<file path="src/rtl/register_file_if.sv">
// Dispatcher and ROB-commit side signals of the architectural register file.
// The master is the core (dispatcher/ROB); the slave is register_file.
interface register_file_if #(
    parameter int REG_POS_WIDTH = 5,
    parameter int ROB_ID_WIDTH  = 4,
    parameter int DATA_WIDTH    = 32
);
    logic                     rdy;
    logic                     rollback_flag;
    logic [REG_POS_WIDTH-1:0] rs1_from_dsp;
    logic [REG_POS_WIDTH-1:0] rs2_from_dsp;
    logic [ROB_ID_WIDTH-1:0]  Q1_to_dsp;
    logic [ROB_ID_WIDTH-1:0]  Q2_to_dsp;
    logic [DATA_WIDTH-1:0]    V1_to_dsp;
    logic [DATA_WIDTH-1:0]    V2_to_dsp;
    logic                     ena_from_dsp;
    logic [REG_POS_WIDTH-1:0] rd_from_dsp;
    logic [ROB_ID_WIDTH-1:0]  rob_id_from_dsp;
    logic                     commit_flag;
    logic [REG_POS_WIDTH-1:0] rd_from_rob;
    logic [ROB_ID_WIDTH-1:0]  Q_from_rob;
    logic [DATA_WIDTH-1:0]    V_from_rob;

    modport master (
        output rdy, rollback_flag, rs1_from_dsp, rs2_from_dsp,
               ena_from_dsp, rd_from_dsp, rob_id_from_dsp,
               commit_flag, rd_from_rob, Q_from_rob, V_from_rob,
        input  Q1_to_dsp, Q2_to_dsp, V1_to_dsp, V2_to_dsp
    );

    modport slave (
        input  rdy, rollback_flag, rs1_from_dsp, rs2_from_dsp,
               ena_from_dsp, rd_from_dsp, rob_id_from_dsp,
               commit_flag, rd_from_rob, Q_from_rob, V_from_rob,
        output Q1_to_dsp, Q2_to_dsp, V1_to_dsp, V2_to_dsp
    );
endinterface

</file>
<file path="src/rtl/register_file.sv">
// Architectural register file with rename tags (tag 0 = value valid, x0 hardwired to zero).
// Optional same-cycle commit forwarding to the operand reads: REGFILE_COMMIT_BYPASS_EN.
module register_file #(
    parameter int REG_COUNT     = 32,
    parameter int REG_POS_WIDTH = 5,
    parameter int ROB_ID_WIDTH  = 4,
    parameter int DATA_WIDTH    = 32
) (
    input  logic           clk,
    input  logic           rst,
    register_file_if.slave rf_bus
);
    logic [ROB_ID_WIDTH-1:0] r_q [REG_COUNT];
    logic [DATA_WIDTH-1:0]   r_v [REG_COUNT];

    logic w_commit;
    logic w_commit_clears;
    logic w_rename;

    assign w_commit        = rf_bus.commit_flag && (rf_bus.rd_from_rob != '0);
    // Only the producer that still owns the register may clear its tag.
    assign w_commit_clears = w_commit && (r_q[rf_bus.rd_from_rob] == rf_bus.Q_from_rob);
    assign w_rename        = rf_bus.ena_from_dsp && (rf_bus.rd_from_dsp != '0) &&
                             !rf_bus.rollback_flag;

    // NOTE: sequential state uses non-blocking assignments only; the later
    // assignment to the same entry in this block (rename after commit) wins.
    always_ff @(posedge clk) begin
        if (rst) begin
            // NOTE: the array is reset explicitly because reads of any index must
            // return zero straight after reset; this keeps it out of RAM macros.
            for (int i = 0; i < REG_COUNT; i++) begin
                r_q[i] <= '0;
                r_v[i] <= '0;
            end
        end else if (rf_bus.rdy) begin
            if (w_commit) begin
                r_v[rf_bus.rd_from_rob] <= rf_bus.V_from_rob;
            end
            if (w_commit_clears) begin
                r_q[rf_bus.rd_from_rob] <= '0;
            end
            if (rf_bus.rollback_flag) begin
                for (int i = 0; i < REG_COUNT; i++) begin
                    r_q[i] <= '0;
                end
            end else if (w_rename) begin
                r_q[rf_bus.rd_from_dsp] <= rf_bus.rob_id_from_dsp;
            end
        end
    end

    logic [ROB_ID_WIDTH-1:0] w_q1;
    logic [ROB_ID_WIDTH-1:0] w_q2;
    logic [DATA_WIDTH-1:0]   w_v1;
    logic [DATA_WIDTH-1:0]   w_v2;

    // NOTE: every output of this block gets a default first, so no latch is inferred.
    always_comb begin
        w_q1 = '0;
        w_v1 = '0;
        w_q2 = '0;
        w_v2 = '0;
        if (rf_bus.rs1_from_dsp != '0) begin
            w_q1 = r_q[rf_bus.rs1_from_dsp];
            w_v1 = r_v[rf_bus.rs1_from_dsp];
        end
        if (rf_bus.rs2_from_dsp != '0) begin
            w_q2 = r_q[rf_bus.rs2_from_dsp];
            w_v2 = r_v[rf_bus.rs2_from_dsp];
        end
`ifdef REGFILE_COMMIT_BYPASS_EN
        if (w_commit && !rf_bus.rollback_flag && (rf_bus.rd_from_rob == rf_bus.rs1_from_dsp) &&
            (r_q[rf_bus.rs1_from_dsp] == rf_bus.Q_from_rob)) begin
            w_q1 = '0;
            w_v1 = rf_bus.V_from_rob;
        end
        if (w_commit && !rf_bus.rollback_flag && (rf_bus.rd_from_rob == rf_bus.rs2_from_dsp) &&
            (r_q[rf_bus.rs2_from_dsp] == rf_bus.Q_from_rob)) begin
            w_q2 = '0;
            w_v2 = rf_bus.V_from_rob;
        end
`endif
    end

    assign rf_bus.Q1_to_dsp = w_q1;
    assign rf_bus.Q2_to_dsp = w_q2;
    assign rf_bus.V1_to_dsp = w_v1;
    assign rf_bus.V2_to_dsp = w_v2;
endmodule
</file>
<file path="src/flat_wrapper.sv">
// flat-port wrapper written by rule: the top's interface ports become plain ports
module register_file_flat 
#(
    parameter int REG_COUNT     = 32,
    parameter int REG_POS_WIDTH = 5,
    parameter int ROB_ID_WIDTH  = 4,
    parameter int DATA_WIDTH    = 32
)
  (clk, rst, rf_bus_rdy, rf_bus_rollback_flag, rf_bus_rs1_from_dsp, rf_bus_rs2_from_dsp, rf_bus_ena_from_dsp, rf_bus_rd_from_dsp, rf_bus_rob_id_from_dsp, rf_bus_commit_flag, rf_bus_rd_from_rob, rf_bus_Q_from_rob, rf_bus_V_from_rob, rf_bus_Q1_to_dsp, rf_bus_Q2_to_dsp, rf_bus_V1_to_dsp, rf_bus_V2_to_dsp);
  register_file_if #(.REG_POS_WIDTH(REG_POS_WIDTH), .ROB_ID_WIDTH(ROB_ID_WIDTH), .DATA_WIDTH(DATA_WIDTH)) rf_bus_i ();
  input  logic clk;
  input  logic rst;
  input wire logic [$bits(rf_bus_i.rdy)-1:0] rf_bus_rdy;
  input wire logic [$bits(rf_bus_i.rollback_flag)-1:0] rf_bus_rollback_flag;
  input wire logic [$bits(rf_bus_i.rs1_from_dsp)-1:0] rf_bus_rs1_from_dsp;
  input wire logic [$bits(rf_bus_i.rs2_from_dsp)-1:0] rf_bus_rs2_from_dsp;
  input wire logic [$bits(rf_bus_i.ena_from_dsp)-1:0] rf_bus_ena_from_dsp;
  input wire logic [$bits(rf_bus_i.rd_from_dsp)-1:0] rf_bus_rd_from_dsp;
  input wire logic [$bits(rf_bus_i.rob_id_from_dsp)-1:0] rf_bus_rob_id_from_dsp;
  input wire logic [$bits(rf_bus_i.commit_flag)-1:0] rf_bus_commit_flag;
  input wire logic [$bits(rf_bus_i.rd_from_rob)-1:0] rf_bus_rd_from_rob;
  input wire logic [$bits(rf_bus_i.Q_from_rob)-1:0] rf_bus_Q_from_rob;
  input wire logic [$bits(rf_bus_i.V_from_rob)-1:0] rf_bus_V_from_rob;
  output wire logic [$bits(rf_bus_i.Q1_to_dsp)-1:0] rf_bus_Q1_to_dsp;
  output wire logic [$bits(rf_bus_i.Q2_to_dsp)-1:0] rf_bus_Q2_to_dsp;
  output wire logic [$bits(rf_bus_i.V1_to_dsp)-1:0] rf_bus_V1_to_dsp;
  output wire logic [$bits(rf_bus_i.V2_to_dsp)-1:0] rf_bus_V2_to_dsp;
  assign rf_bus_i.rdy = rf_bus_rdy;
  assign rf_bus_i.rollback_flag = rf_bus_rollback_flag;
  assign rf_bus_i.rs1_from_dsp = rf_bus_rs1_from_dsp;
  assign rf_bus_i.rs2_from_dsp = rf_bus_rs2_from_dsp;
  assign rf_bus_i.ena_from_dsp = rf_bus_ena_from_dsp;
  assign rf_bus_i.rd_from_dsp = rf_bus_rd_from_dsp;
  assign rf_bus_i.rob_id_from_dsp = rf_bus_rob_id_from_dsp;
  assign rf_bus_i.commit_flag = rf_bus_commit_flag;
  assign rf_bus_i.rd_from_rob = rf_bus_rd_from_rob;
  assign rf_bus_i.Q_from_rob = rf_bus_Q_from_rob;
  assign rf_bus_i.V_from_rob = rf_bus_V_from_rob;
  assign rf_bus_Q1_to_dsp = rf_bus_i.Q1_to_dsp;
  assign rf_bus_Q2_to_dsp = rf_bus_i.Q2_to_dsp;
  assign rf_bus_V1_to_dsp = rf_bus_i.V1_to_dsp;
  assign rf_bus_V2_to_dsp = rf_bus_i.V2_to_dsp;
  register_file #(.REG_COUNT(REG_COUNT), .REG_POS_WIDTH(REG_POS_WIDTH), .ROB_ID_WIDTH(ROB_ID_WIDTH), .DATA_WIDTH(DATA_WIDTH)) u_core (.clk(clk), .rst(rst), .rf_bus(rf_bus_i));
endmodule
</file>
<file path="config.mk">
export PLATFORM = sky130hd
export DESIGN_NAME = register_file_flat
export DESIGN_NICKNAME = d
export VERILOG_FILES = /design/src/rtl/register_file_if.sv /design/src/rtl/register_file.sv /design/src/flat_wrapper.sv
export SDC_FILE = /design/constraint.sdc
export NUM_CORES = 2
export LEC_CHECK = 0
export BUFFER_PORTS_ARGS = -buffer_cell sky130_fd_sc_hd__buf_2
export CAP_MARGIN = 20
export CELL_PAD_IN_SITES_DETAIL_PLACEMENT = 1
export CELL_PAD_IN_SITES_GLOBAL_PLACEMENT = 1
export CORE_UTILIZATION = 50
export DETAILED_ROUTE_END_ITERATION = 6
export HOLD_SLACK_MARGIN = 0.05
export PLACE_DENSITY_LB_ADDON = 0.1
export SLEW_MARGIN = 20
export SYNTH_ARGS = -nofsm -noshare
export SYNTH_HDL_FRONTEND = slang
export SYNTH_SLANG_ARGS = --single-unit
</file>
<file path="constraint.sdc">
create_clock -name clk -period 3.3 [get_ports clk]
set_input_delay 0.33 -clock clk [delete_from_list [all_inputs] [get_ports clk]]
set_output_delay 0.33 -clock clk [all_outputs]
set_load 0.05 [all_outputs]
</file>
==> flow_summary_export.csv <==
group,metric,value,unit
routing,initialDrtViolationCount,4869,
cells_and_area,drive_above_1_share,0.3512,
yosys,avgSynthCellArea,16.28,um2
routing,drc_errors,0,
power,p_leak,25.04,nW
sta,finalMaxSlewViolations,0,
routing,wl,221.4,mm
sta,fin_tns_setup,0,ns
setup_path,worstPathRequired,2.97,ns
yosys,synthArstFlopShare,0,
sta,period_minus_slack,3.285,ns
setup_path,end_kind,"output pin",
yosys,ys.flop_type,"edfxtp_1",
yosys,synth.area.top_cells,"edfxtp_1 (55%), mux4_2 (26%), and2_1 (11%)",
power,vdd_drop_max,0.4301,mV
setup_path,path_max_fanout,2,
sta,whs,0.1172,ns
clock_tree,cts.sinks,1152,
placement,portBuffers,137,
clock_tree,max-clock-path-buffers,3,
setup_path,crit_chain,"mux4_2 -> mux4_2 -> mux2i_1 -> nor2_1 -> buf_2",
clock_tree,cts_setup_buffers,0,
sta,finalSetupViolations,0,
placement,place_area,0.06768,mm2
yosys,seq_area_frac_synth,0.5486,
clock_tree,ctsResizeCount,0,
floorplanning,design.die.area,0.1275,mm2
clock_tree,cts_tree,"done",
yosys,yosysMostFrequentCell,"edfxtp_1",
clock_tree,cts_inserted_buffers,137,
global_routing,grt_pass1_vias,42240,
yosys,yosysTopAreaCell,"edfxtp_1",
global_routing,grt_max_degree,63,
power,powerDensity,522.6,mW/mm2
yosys,ys_types,50,
cells_and_area,fin_area,0.07200,mm2
floorplanning,die_h,357.1,um
setup_path,crit_type,"reg -> out",
routing,ant_nets,0,
placement,place_ws,0.05837,ns
sta,max_freq,0.3044,GHz
global_routing,grt-ovfl-total,0,
cells_and_area,syn2layout_area_growth,14.17,%
yosys,synth-seq-cells,1152,
run,drv_cap,0,
sta,clock_skew,0.02479,ns
setup_path,slowest_stage,"mux4_2",
yosys,synth_edf_count,1152,
clock_tree,clkTransAtPathRegs,0.06,ns
sta,fin_crit_sh,0.9954,
routing,wl_per_cell,38.13,um
yosys,synth_commonest_cells,"edfxtp_1 (1152), and2_1 (1106), mux4_2 (731)",
placement,routabilityCongestion,0.9083,
clock_tree,root_buffer,"clkbuf_16",
setup_path,worstPathArrival,2.95,ns
floorplanning,row_count,129,
yosys,synth_top_area_share,0.5486,
routing,avgViaCountPerCell,6.833,
setup_path,startpoint_type,"flop",
sta,slew_headroom,0.2517,
status,run_status,"complete, no violations",
setup_path,path_buf_inv,1,
clock_tree,worstSkewPairLatency,0.76,ns
routing,dr.pass1.iters,5,
floorplanning,fp.coreArea,0.1244,mm2
setup_path,critical-path-top-delay-family,"multiplexers",
yosys,postSynthCellCount,3874,
global_routing,grt_pass1_wl,314.3,mm
sta,rsz0062_at_grt,"no",
setup_path,cp_common_cell,"mux4_2",
routing,dr_total_vias,39680,
hold_path,hold_class,"in -> reg",
floorplanning,die_width,357.1,um
floorplanning,ioPinCount,138,
yosys,synthesis.area,0.06306,mm2
placement,dpl.hpwl,141.5,mm
clock_tree,hold_buffers,0,
global_routing,grt_usage,0.3537,
yosys,ys_warn_count,0,
sta,tightest_slew,1.122,ns
sta,finalHoldViolations,0,
setup_path,cpPeakStageDelay,0.60,ns
global_routing,antenna_found_initial,23,
cells_and_area,fin_nets,4118,
sta,fin_ws,0.01514,ns
clock_tree,h-tree-depth,4,
floorplanning,initial_utilization,0.5067,
-- power by group --
group          leakage (nW)  internal [mW]  switching [mW]
logic                  11.9           2.29            3.12
registers              11.0           16.9           0.502
clock network          2.10           8.51            6.30
-- worst register-to-register path: stages (launching register included) --
cell,delay (ns)
edfxtp_1,0.49
mux4_1,0.54
a22o_1,0.19
a211o_1,0.29
a21oi_1,0.26
o22ai_4,0.12
buf_12,0.21
o31ai_2,0.46
-- through the flow --
step / utilization / power (mW) / std cells
6_report: 0.5786 / 37.63 / 5806
4_1_cts: 0.5784 / 37.73 / 5800
3_3_place_gp: 0.5439 / 22.83 / 5550
2_1_floorplan: - / 20.91 / 3909
3_5_place_dp: 0.5439 / 23.04 / 5550
5_1_grt: 0.5785 / 38.50 / 5802
-- kinds of logic after synthesis --
kind of cell	synth area share
other	0.00005947
AOI/OAI and AO/OA	0.01004
buffers and inverters	0.02770
and+or+nand+nor	0.1329
DFF	0.5486
muxes	0.2807
-- final cells by class --
type	instances	area (um2)
repair buffers	423	3961
multi-input cells	2337	27080
clock buffers	173	3712
flip-flops and latches	1152	34590
inverters	1	3.754
well taps	1637	2048
clock inverters	77	581.8
diodes	6	15.01
fillers	11160	52450
-- per-layer routing --
layer | wire length (um) | track usage | vias to the layer above
met5 | 122 | 0 | -
met4 | 9751 | 0.1447 | 16
met3 | 21230 | 0.07454 | 548
met2 | 110500 | 0.5900 | 2388
met1 | 79770 | 0.4530 | 21270
li1 | - | - | 15460
-- flip-flops by register name (all words and copies together), names as in the netlist --
name,cells
u_core.r_v,1024
u_core.r_q,128
-- worst paths after layout --
path                                          from                              end  slack [ns]  cells after the start
setup / recovery  u_core.r_v[12][31]$_SDFFCE_PN0P_             rf_bus_V2_to_dsp[31]        0.02                      5
hold / removal               rf_bus_rd_from_dsp[1]   u_core.r_q[1][2]$_SDFFCE_PN0P_        0.12                      3
setup reg to reg   u_core.r_q[29][1]$_SDFFCE_PN0P_  u_core.r_q[15][0]$_SDFFCE_PN0P_        0.38                      7
hold reg to reg    u_core.r_q[23][0]$_SDFFCE_PN0P_  u_core.r_q[23][1]$_SDFFCE_PN0P_        1.54                      7
-- cell usage in the layout, fill, tap and decap left out, drive strengths merged, types with 5 or more instances in the layout --
master / n
edfxtp: 1152
and2: 1106
mux4: 744
buf: 423
clkbuf: 173
nor2: 152
mux2i: 79
clkinv: 59
conb: 36
or2: 35
o31ai: 31
nand3: 23
nand2: 18
and3: 17
nor3: 15
or3: 10
mux2: 9
nand3b: 8
bufinv: 7
a21oi: 7
inv: 7
diode: 6
nand2b: 5
clkinvlp: 5
Power figures use the tool's default switching activity.
